`src/rtl/rx_frame_dispatcher_pkg.sv`:
```
// rx_frame_dispatcher shared types
// Ethernet header constants and dispatcher state encoding.
package rx_frame_dispatcher_pkg;

  localparam logic [15:0] ETH_TYPE_IP  = 16'h0800;
  localparam logic [15:0] ETH_TYPE_ARP = 16'h0806;
  localparam int          ETH_HDR_LEN  = 14;
  localparam logic [47:0] MAC_BCAST    = 48'hFFFF_FFFF_FFFF;

  typedef enum logic [2:0] {
    ST_IDLE,
    ST_HDR,
    ST_ROUTE_IP,
    ST_ROUTE_ARP,
    ST_DROP
  } disp_state_t;

  typedef struct packed {
    logic [47:0] dest;
    logic [47:0] src;
    logic [15:0] etype;
  } eth_hdr_t;

endpackage

```
`src/rtl/rx_frame_dispatcher_if.sv`:
```
// rx_frame_dispatcher sink bus
// Payload streams to the IP and ARP handlers plus their busy flags.
interface rx_frame_dispatcher_if;

  logic [7:0] ip_data;
  logic       ip_en;
  logic       ip_sop;
  logic       ip_eop;
  logic       ip_busy;
  logic [7:0] arp_data;
  logic       arp_en;
  logic       arp_sop;
  logic       arp_eop;
  logic       arp_busy;

  modport master (
    output ip_data, ip_en, ip_sop, ip_eop,
    output arp_data, arp_en, arp_sop, arp_eop,
    input  ip_busy, arp_busy
  );

  modport slave (
    input  ip_data, ip_en, ip_sop, ip_eop,
    input  arp_data, arp_en, arp_sop, arp_eop,
    output ip_busy, arp_busy
  );

endinterface

```
`src/rtl/rx_frame_dispatcher_eth_hdr_capture.sv`:
```
// eth_hdr_capture: header byte counter and field registers
// hdr is valid together with dec, on the cycle byte 13 is on datain.
module eth_hdr_capture
  import rx_frame_dispatcher_pkg::*;
(
  input  logic       clock,
  input  logic       reset_n,
  input  logic [7:0] datain,
  input  logic       data_en,
  input  logic       sof,
  output eth_hdr_t   hdr,
  output logic       dec
);

  localparam logic [3:0] HLEN  = 4'(ETH_HDR_LEN);
  localparam logic [3:0] HLAST = 4'(ETH_HDR_LEN - 1);

  logic [3:0]   idx;
  logic [103:0] sr;

  // idx stays 0 until sof, so untracked bytes never shift in
  always_ff @(posedge clock or negedge reset_n) begin
    if (!reset_n) begin
      idx <= 4'd0;
      sr  <= '0;
    end else if (sof) begin
      idx <= 4'd1;
      sr  <= {sr[95:0], datain};
    end else if (!data_en) begin
      idx <= 4'd0;
    end else if (idx != 4'd0 && idx < HLEN) begin
      idx <= idx + 4'd1;
      sr  <= {sr[95:0], datain};
    end
  end

  assign hdr = {sr, datain};
  assign dec = data_en && (idx == HLAST);

endmodule

```
`src/rtl/rx_frame_dispatcher.sv`:
```
// rx_frame_dispatcher: Ethernet RX header filter and payload steering
// Routes frames to the IP or ARP sink and keeps per-class counters.
module rx_frame_dispatcher
  import rx_frame_dispatcher_pkg::*;
#(
  parameter logic [47:0] BOARD_MAC = 48'h0200_0000_0001,
  parameter bit          PROMISC   = 1'b0,
  parameter int          CNT_W     = 16
) (
  input  logic                 clock,
  input  logic                 reset_n,
  input  logic [7:0]           datain,
  input  logic                 data_en,
  rx_frame_dispatcher_if.master sink,
  output logic [47:0]          pc_mac,
  output logic [CNT_W-1:0]     cnt_ip,
  output logic [CNT_W-1:0]     cnt_arp,
  output logic [CNT_W-1:0]     cnt_drop
);

  disp_state_t state, state_n;
  eth_hdr_t    hdr;
  logic        dec, sof;
  logic        en_q, first, first_n;
  logic        match, ip_ok, arp_ok;
  logic        ip_en_n, ip_sop_n, ip_eop_n;
  logic        arp_en_n, arp_sop_n, arp_eop_n;
  logic        inc_ip, inc_arp, inc_drop, load_mac;

  eth_hdr_capture u_hdr (
    .clock   (clock),
    .reset_n (reset_n),
    .datain  (datain),
    .data_en (data_en),
    .sof     (sof),
    .hdr     (hdr),
    .dec     (dec)
  );

  assign match = (hdr.dest == BOARD_MAC) || PROMISC ||
                 (hdr.dest == MAC_BCAST &&
                  hdr.etype == ETH_TYPE_ARP);
  assign ip_ok  = match && hdr.etype == ETH_TYPE_IP &&
                  !sink.ip_busy;
  assign arp_ok = match && hdr.etype == ETH_TYPE_ARP &&
                  !sink.arp_busy;

  // en_q resets high: a frame cut by reset is ignored until data_en drops
  always_ff @(posedge clock or negedge reset_n) begin
    if (!reset_n) begin
      state <= ST_IDLE;
      first <= 1'b0;
      en_q  <= 1'b1;
    end else begin
      state <= state_n;
      first <= first_n;
      en_q  <= data_en;
    end
  end

  always_comb begin
    state_n   = state;
    first_n   = first;
    sof       = 1'b0;
    ip_en_n   = 1'b0;
    ip_sop_n  = 1'b0;
    ip_eop_n  = 1'b0;
    arp_en_n  = 1'b0;
    arp_sop_n = 1'b0;
    arp_eop_n = 1'b0;
    inc_ip    = 1'b0;
    inc_arp   = 1'b0;
    inc_drop  = 1'b0;
    load_mac  = 1'b0;
    unique case (state)
      ST_IDLE: begin
        if (data_en && !en_q) begin
          sof     = 1'b1;
          state_n = ST_HDR;
        end
      end
      ST_HDR: begin
        if (!data_en) begin
          inc_drop = 1'b1;
          state_n  = ST_IDLE;
        end else if (dec) begin
          unique case (1'b1)
            ip_ok: begin
              state_n  = ST_ROUTE_IP;
              load_mac = 1'b1;
              first_n  = 1'b1;
            end
            arp_ok: begin
              state_n  = ST_ROUTE_ARP;
              load_mac = 1'b1;
              first_n  = 1'b1;
            end
            default: state_n = ST_DROP;
          endcase
        end
      end
      ST_ROUTE_IP: begin
        if (data_en) begin
          ip_en_n  = 1'b1;
          ip_sop_n = first;
          first_n  = 1'b0;
        end else begin
          ip_eop_n = 1'b1;
          inc_ip   = 1'b1;
          state_n  = ST_IDLE;
        end
      end
      ST_ROUTE_ARP: begin
        if (data_en) begin
          arp_en_n  = 1'b1;
          arp_sop_n = first;
          first_n   = 1'b0;
        end else begin
          arp_eop_n = 1'b1;
          inc_arp   = 1'b1;
          state_n   = ST_IDLE;
        end
      end
      ST_DROP: begin
        if (!data_en) begin
          inc_drop = 1'b1;
          state_n  = ST_IDLE;
        end
      end
      default: state_n = ST_IDLE;
    endcase
  end

  always_ff @(posedge clock or negedge reset_n) begin
    if (!reset_n) begin
      sink.ip_data  <= 8'h00;
      sink.ip_en    <= 1'b0;
      sink.ip_sop   <= 1'b0;
      sink.ip_eop   <= 1'b0;
      sink.arp_data <= 8'h00;
      sink.arp_en   <= 1'b0;
      sink.arp_sop  <= 1'b0;
      sink.arp_eop  <= 1'b0;
      pc_mac        <= 48'h0;
      cnt_ip        <= '0;
      cnt_arp       <= '0;
      cnt_drop      <= '0;
    end else begin
      sink.ip_data  <= ip_en_n ? datain : 8'h00;
      sink.ip_en    <= ip_en_n;
      sink.ip_sop   <= ip_sop_n;
      sink.ip_eop   <= ip_eop_n;
      sink.arp_data <= arp_en_n ? datain : 8'h00;
      sink.arp_en   <= arp_en_n;
      sink.arp_sop  <= arp_sop_n;
      sink.arp_eop  <= arp_eop_n;
      if (load_mac) pc_mac <= hdr.src;
      if (inc_ip)   cnt_ip   <= cnt_ip + CNT_W'(1);
      if (inc_arp)  cnt_arp  <= cnt_arp + CNT_W'(1);
      if (inc_drop) cnt_drop <= cnt_drop + CNT_W'(1);
    end
  end

endmodule

```
`src/flat_wrapper.sv`:
```
// flat-port wrapper written by rule: the top's interface ports become plain ports
module rx_frame_dispatcher_flat import rx_frame_dispatcher_pkg::*;
#(
  parameter logic [47:0] BOARD_MAC = 48'h0200_0000_0001,
  parameter bit          PROMISC   = 1'b0,
  parameter int          CNT_W     = 16
)
  (clock, reset_n, datain, data_en, pc_mac, cnt_ip, cnt_arp, cnt_drop, sink_ip_data, sink_ip_en, sink_ip_sop, sink_ip_eop, sink_arp_data, sink_arp_en, sink_arp_sop, sink_arp_eop, sink_ip_busy, sink_arp_busy);
  rx_frame_dispatcher_if sink_i ();
  input  logic clock;
  input  logic reset_n;
  input  logic [7:0] datain;
  input  logic data_en;
  output logic [47:0] pc_mac;
  output logic [CNT_W-1:0] cnt_ip;
  output logic [CNT_W-1:0] cnt_arp;
  output logic [CNT_W-1:0] cnt_drop;
  output wire logic [$bits(sink_i.ip_data)-1:0] sink_ip_data;
  output wire logic [$bits(sink_i.ip_en)-1:0] sink_ip_en;
  output wire logic [$bits(sink_i.ip_sop)-1:0] sink_ip_sop;
  output wire logic [$bits(sink_i.ip_eop)-1:0] sink_ip_eop;
  output wire logic [$bits(sink_i.arp_data)-1:0] sink_arp_data;
  output wire logic [$bits(sink_i.arp_en)-1:0] sink_arp_en;
  output wire logic [$bits(sink_i.arp_sop)-1:0] sink_arp_sop;
  output wire logic [$bits(sink_i.arp_eop)-1:0] sink_arp_eop;
  input wire logic [$bits(sink_i.ip_busy)-1:0] sink_ip_busy;
  input wire logic [$bits(sink_i.arp_busy)-1:0] sink_arp_busy;
  assign sink_ip_data = sink_i.ip_data;
  assign sink_ip_en = sink_i.ip_en;
  assign sink_ip_sop = sink_i.ip_sop;
  assign sink_ip_eop = sink_i.ip_eop;
  assign sink_arp_data = sink_i.arp_data;
  assign sink_arp_en = sink_i.arp_en;
  assign sink_arp_sop = sink_i.arp_sop;
  assign sink_arp_eop = sink_i.arp_eop;
  assign sink_i.ip_busy = sink_ip_busy;
  assign sink_i.arp_busy = sink_arp_busy;
  rx_frame_dispatcher #(.BOARD_MAC(BOARD_MAC), .PROMISC(PROMISC), .CNT_W(CNT_W)) u_core (.clock(clock), .reset_n(reset_n), .datain(datain), .data_en(data_en), .sink(sink_i), .pc_mac(pc_mac), .cnt_ip(cnt_ip), .cnt_arp(cnt_arp), .cnt_drop(cnt_drop));
endmodule
```
`config.mk`:
```
export PLATFORM = sky130hd
export DESIGN_NAME = rx_frame_dispatcher_flat
export DESIGN_NICKNAME = d
export VERILOG_FILES = /design/src/rtl/rx_frame_dispatcher_pkg.sv /design/src/rtl/rx_frame_dispatcher_if.sv /design/src/rtl/rx_frame_dispatcher_eth_hdr_capture.sv /design/src/rtl/rx_frame_dispatcher.sv /design/src/flat_wrapper.sv
export SDC_FILE = /design/constraint.sdc
export NUM_CORES = 1
export LEC_CHECK = 0
export BUFFER_PORTS_ARGS = -buffer_cell sky130_fd_sc_hd__clkbuf_2
export CAP_MARGIN = 30
export CORE_ASPECT_RATIO = 1.75
export CORE_MARGIN = 3
export CORE_UTILIZATION = 51
export DETAILED_ROUTE_END_ITERATION = 8
export PLACE_DENSITY = 0.83
export SYNTH_ARGS = -nofsm -noshare
export SYNTH_HDL_FRONTEND = slang
export SYNTH_SLANG_ARGS = --single-unit
```
`constraint.sdc`:
```
create_clock -name clock -period 2.2 [get_ports clock]
set_clock_uncertainty 0.15 [all_clocks]
set_input_delay 0.22 -clock clock [delete_from_list [all_inputs] [get_ports clock]]
set_output_delay 0.22 -clock clock [all_outputs]
set_load 0.02 [all_outputs]
```
# Word level (Yosys, flattened, before mapping)
# Index checks and enable logic that the tools add are counted.
dict set report word_totals {
  regBits 231
  input_bits 13
  output_inout_bits 118
  wordCells 98
}
dict set report op_classes {
  addsub 4
  order_cmp 1
  eq_ne 17
  mux 35
  reduce_logical 24
}
# cell n
set op_table {}
lappend op_table {{2-to-1 mux 104 bit} 3}
lappend op_table {{adder 16 x 1 -> 16 bit (second input constant)} 3}
lappend op_table {{== test 48 x 42 -> 1 bit (second input constant)} 1}
lappend op_table {{== test 48 bit (second input constant)} 1}
lappend op_table {{== test 16 x 12 -> 1 bit (second input constant)} 2}
lappend op_table {{2-to-1 mux 1 bit} 20}
lappend op_table {{2-to-1 mux 8 bit} 2}
lappend op_table {{2-to-1 mux 3 bit} 4}
lappend op_table {{2-to-1 mux 4 bit} 3}
lappend op_table {{case mux 3 bit (3 select lines)} 1}
lappend op_table {{logical AND 1 bit} 8}
lappend op_table {{== test 3 x 2 -> 1 bit (second input constant)} 2}
lappend op_table {{!= test 2 x 1 -> 1 bit (second input constant)} 3}
lappend op_table {{!= test 2 bit (second input constant)} 3}
lappend op_table {{case mux 3 bit (2 select lines)} 1}
lappend op_table {{nonzero test 2 bit} 3}
lappend op_table {{OR reduction 2 bit} 3}
lappend op_table {{AND reduction 5 bit} 1}
lappend op_table {{adder 4 x 1 -> 4 bit (second input constant)} 1}
lappend op_table {{== test 4 bit (second input constant)} 1}
lappend op_table {{less-than comparator 4 bit (second input constant)} 1}
lappend op_table {{nonzero test 4 bit} 1}
lappend op_table {{== test 3 x 1 -> 1 bit (second input constant)} 1}
lappend op_table {{== test 3 bit (second input constant)} 1}
lappend op_table {{9 further kinds} 11}

# Depth between registers and ports, before layout
dict set report logic_depth {
  word_depth 10
  ltp_mapped 9
  depth_no_buf 7
}

# By module
# A second synthesis with hierarchy kept.
dict set report unflattened {
  hier_cells 663
  hier_area_um2 9377.7
}
# module n_inst cells_per_inst area_per_inst_um2 seq_area_each_um2
set by_module_without_submodules {}
lappend by_module_without_submodules {rx_frame_dispatcher 1 407 5165.0 3079.2}
lappend by_module_without_submodules {eth_hdr_capture 1 256 4212.8 2702.6}

# Worst setup path before layout
# Ideal clock, no wire load.
dict set report synth_path {
  path_type {register to register}
  from {reg u_core.state[1]}
  to {reg u_core.pc_mac[38]}
  setup_time_ns 0.125
  arrival_time_ns 1.978
  required_time_ns 1.925
  slack_ns -0.053
  path_stages_with_launch 9
  n_path_buf 3
  synth_period_minus_slack_ns 2.253
  cell_sequence {dfrtp_1 > buf_6 > nor2_4 > nand3_1 > or4_1 > o21ba_4 > buf_12 > buf_12 > mux2_4}
}
dict set report synth_via {
  elab_chain_len 2
}
# item line
set synth_rtl {}
lappend synth_rtl {{from (decl)} rx_frame_dispatcher.sv:21} ;# disp_state_t state, state_n;
lappend synth_rtl {{from (signal assigned)} rx_frame_dispatcher.sv:55} ;# state <= state_n;
lappend synth_rtl {{== test 3 x 1 -> 1 bit} rx_frame_dispatcher.sv:75} ;# unique case (state)
lappend synth_rtl {{2-to-1 mux 1 bit} rx_frame_dispatcher.sv:75}
lappend synth_rtl {{to (signal assigned)} rx_frame_dispatcher.sv:157} ;# if (load_mac) pc_mac <= hdr.src;
lappend synth_rtl {{to (decl)} rx_frame_dispatcher.sv:15} ;# output logic [47:0] pc_mac,
# Every way passes these cells.
# A chain may end at the register's enable or synchronous reset.

# Final worst setup path
dict set report layout_path {
  from {reg u_core.u_hdr.sr[5]}
  to {reg u_core.pc_mac[35]}
}
dict set report layout_via {
  elab_chain_len 10
  elab_cells_between_ends 13
  cone_classes {eq/ne (2); mux (4); reduce/logical (7)}
}
# item line
set layout_rtl {}
lappend layout_rtl {{from (decl)} rx_frame_dispatcher_eth_hdr_capture.sv:19} ;# logic [103:0] sr;
lappend layout_rtl {{from (signal assigned)} rx_frame_dispatcher_eth_hdr_capture.sv:28} ;# sr <= {sr[95:0], datain};
lappend layout_rtl {{from (signal assigned)} rx_frame_dispatcher_eth_hdr_capture.sv:33} ;# sr <= {sr[95:0], datain};
lappend layout_rtl {{== test 16 x 12 -> 1 bit} {rx_frame_dispatcher.sv:42, rx_frame_dispatcher.sv:45}}
lappend layout_rtl {{logical AND 1 bit} rx_frame_dispatcher.sv:41} ;# (hdr.dest == MAC_BCAST &&
lappend layout_rtl {{logical OR 1 bit} rx_frame_dispatcher.sv:40} ;# assign match = (hdr.dest == BOARD_MAC) || PROMISC ||
lappend layout_rtl {{logical AND 1 bit, on equally long branches (2 in a row)} {rx_frame_dispatcher.sv:45, rx_frame_dispatcher.sv:43}}
lappend layout_rtl {{OR reduction 2 bit (no line) *} -}
lappend layout_rtl {{2-to-1 mux 1 bit *} rx_frame_dispatcher.sv:87} ;# unique case (1'b1)
lappend layout_rtl {{2-to-1 mux 1 bit *} rx_frame_dispatcher.sv:86} ;# end else if (dec) begin
lappend layout_rtl {{2-to-1 mux 1 bit *} rx_frame_dispatcher.sv:83} ;# if (!data_en) begin
lappend layout_rtl {{2-to-1 mux 1 bit *} rx_frame_dispatcher.sv:75}
# Mark *: on every way between the ends. The rest lies on a longest branch, timed or not.

==> results.toml <==
[power_and_ir_drop]
powerDensity_nw_per_um2 = 1160
p_leak_nw = 6.01
swShare = 0.308
p_seq_frac = 0.451
comb_power_share = 0.283
pwr-share-clk = 0.266
switching_power_w = 0.00440
internal_power_w = 0.00987
peakVddDrop_v = 0.000923
power_w = 0.0143

[floorplanning]
die-area_um2 = 19900
num_rows = 64
core_um2 = 17700
die_y_um = 185
die_w_um = 108
io_pins = 131
start_util = 0.525

[timing]
fin_crit_sh = 1.14
final-setup-viol-count = 75
fin_setup_tns_ps = -12700
setup_slack_ps = -301
hold_viol = 0
rsz0062_at_grt = "true"
maxSlewViolCount = 0
fin_crit_ps = 2500
tightest_slew_ps = 559
max-slew-margin-rel = 0.623
max_freq_mhz = 400

[grt]
antenna_found_initial = 0
top_usage_layer = "met2"
grt_pass1_wl_mm = 34.4
grt_usage = 0.215
grt_max_degree = 64
grtUsageMet3 = 0.0294
use_met2 = 0.402
gr-total-overflow = 0
grt_pass1_vias = 6662
use_met1 = 0.244

[hold_path]
min_from = "datain[1]"
hp-class = "in2reg"
whs_path_depth = 4
min_to = "u_core.sink.arp_data[1]"

[critical_path]
path_cells = "nor4_4 > nand4_1 > or4_1 > o21ba_4 > buf_12 > mux2_2"
reg2reg_to = "u_core.pc_mac[35]"
regToRegStartpoint = "u_core.u_hdr.sr[5]"
critPathCaptureType = "flop"
critPathSlowestCell = "dfrtp_1"
critical_path_arrival_ps = 2720
worstSetupPathType = "reg2reg"
start_kind = "flop"
cp_max_fo = 17
required_ps = 2420
r2r_slack_ps = -300
reg2reg_depth = 6
cp_slowest_stage_delay_ps = 470

[logic_synthesis]
syn_area_per_cell_um2 = 14.4
yosysWarnings = 0
syn_inst = 644
yosys.area.top_type = "dfrtp_1"
ys_seq_area_frac = 0.622
synth_top_cell_area_share = 0.619
syn_nets = 663
syn-cell-area_um2 = 9290
synth_seq_cells = 231
synth.distinct_cells = 43
synth_area_leaders = "dfrtp_1, mux2_2, xnor2_1"

[clocking]
path_clk_slew_ps = 70
cts_buffers = 22
cts_tree = "built"
ctsHtreeMaxLevel = 1
cts_root_buf = "clkbuf_16"
cts.sinks = 231
cts.path.max_buffers = 3
clk_latency_ps = 510

[layout]
instances_no_fill = 1141
utilization = 0.696
drive_above_1_share = 0.521
area_growth_pct = 32.5
finalNetCount = 913
antenna_cells = 0

[drt]
drt-initial-drc-count = 328
drc_errors = 0
first_pass_iters = 4
wire_per_inst_um = 20.6
routed_wirelength_mm = 23.5
vias = 6346
vias_per_cell = 5.56
drtAntennaViolNets = 0

[status]
violations = "negative setup slack"
outcome = "complete, but fails checks"

[placed_design]
io_buffers = 130
post-place-cells = 1075
post-dp-hpwl_mm = 14.2
place.gp.congestion = 0.878
post-place-ws_ps = -357

[run]
cap_violations = 0
==> power by group through the flow <==
| stage | Clock (W) | Combinational (W) | Sequential [W] |
|---|---|---|---|
| after global placement | 0 | 0.00315 | 0.00622 |
| after global routing | 0.00404 | 0.00429 | 0.00652 |
| after floorplan | 0 | 0.00200 | 0.00604 |
| final | 0.00379 | 0.00404 | 0.00643 |
| after CTS | 0.00386 | 0.00342 | 0.00630 |
| after detailed placement | 0 | 0.00327 | 0.00629 |
==> logic make-up (layout without fill, tap and decap cells) <==
family / Yosys count / after routing / share of synthesized area
compound gates: 14 / 14 / 0.0106
xor+xnor: 49 / 49 / 0.0462
fa+ha+maj: 6 / 6 / 0.00808
buf+inv: 28 / 293 / 0.0190
flops: 231 / 231 / 0.622
mux: 157 / 157 / 0.194
simple gates: 159 / 160 / 0.100
==> final cells by class <==
| class | count | area [um2] |
|---|---|---|
| clock buffers | 32 | 659 |
| clock inverters | 8 | 71.3 |
| fillers | 1122 | 5380 |
| inverters | 7 | 28.8 |
| multi-input cells | 386 | 3680 |
| flip-flops and latches | 231 | 5780 |
| well taps | 231 | 289 |
| repair buffers | 246 | 1800 |
==> state kept, by name, indices dropped and copies added (netlist names) <==
name / cells
u_core.u_hdr.sr: 104
u_core.pc_mac: 48
u_core.cnt_arp: 16
u_core.cnt_drop: 16
u_core.cnt_ip: 16
u_core.sink.arp_data: 8
u_core.sink.ip_data: 8
u_core.u_hdr.idx: 4
u_core.state: 3
u_core.en_q: 1
u_core.first: 1
u_core.sink.arp_en: 1
u_core.sink.arp_eop: 1
u_core.sink.arp_sop: 1
u_core.sink.ip_en: 1
u_core.sink.ip_eop: 1
u_core.sink.ip_sop: 1
==> worst max path at each step <==
| stage | from | to | slack [ps] | cells past startpoint |
|---|---|---|---|---|
| 5_1_grt | u_core.u_hdr.sr[5] | u_core.pc_mac[36] | -350 | 6 |
| 6_report | u_core.u_hdr.sr[5] | u_core.pc_mac[35] | -300 | 6 |
| 3_3_place_gp | u_core.u_hdr.sr[98] | u_core.pc_mac[37] | -230 | 7 |
| 3_5_place_dp | u_core.u_hdr.sr[0] | u_core.pc_mac[35] | -360 | 6 |
| 4_1_cts | u_core.u_hdr.sr[83] | u_core.pc_mac[35] | -210 | 7 |
| 2_1_floorplan | u_core.u_hdr.idx[1] | u_core.pc_mac[38] | -50 | 8 |
==> repair_timing <==
action,in CTS,in global routing
hold buffers,12,0
pin swaps,0,10
setup endpoints to repair,49,168
resized for setup,24,51
hold endpoints to repair,193,0
buffers inserted,1,4
cloned,0,9
==> layer usage <==
| metal | share of wire | up-vias |
|---|---|---|
| met5 | 0 | - |
| met4 | 0.045 | 0 |
| met3 | 0.044 | 70 |
| met2 | 0.55 | 239 |
| met1 | 0.36 | 3245 |
| li1 | - | 2792 |
==> critical path, delay by kind of cell (launching register included) <==
family	cells	cell delay, ps
AOI/OAI and AO/OA	1	330
buffers and inverters	1	190
DFF	1	470
muxes	1	350
and+or+nand+nor	3	870
==> Yosys cell counts (all sizes together) <==
master	count
and4	5
nor4bb	2
or2	3
dfstp	1
xnor2	35
xor2	14
and3	5
or4	2
a22o	1
and2	19
nor4	22
a31oi	4
ha	6
o2111ai	1
mux2i	2
nor4b	3
buf	21
nor3	2
mux2	155
o21ai	3
nand2	22
nand3	19
or3	1
nand4	25
a21oi	2
a21boi	1
nor3b	1
dfrtp	230
nand3b	1
nor2	24
o21ba	1
inv	7
o21a	1
nand2b	3
==> through the flow <==
stage / area [um2] / hold WS [ps]
2_1_floorplan: 9300 / -226
3_3_place_gp: 10900 / 44.6
3_5_place_dp: 10900 / 52.4
4_1_cts: 11900 / 27.8
5_1_grt: 12300 / 50.2
6_report: 12300 / 47.4
==> layout by cell type (no fill, tap or decap), types with 3 or more instances in the layout <==
master / instances
nor2_1: 19
mux2_4: 29
clkinv_2: 5
nand2_1: 21
dfrtp_1: 229
nor4_4: 4
xnor2_1: 35
nand4_1: 25
xor2_1: 14
nor4_2: 13
clkbuf_16: 28
buf_6: 9
nor2_2: 3
ha_1: 5
nand3_1: 17
clkbuf_2: 129
a31oi_1: 3
buf_12: 6
inv_1: 5
or2_2: 3
clkbuf_8: 5
mux2_2: 126
and4_1: 4
clkbuf_1: 4
buf_4: 82
nor4_1: 5
and2_1: 19
and3_1: 5
dlygate4sd3_1: 12
Power figures use the tool's default switching activity.
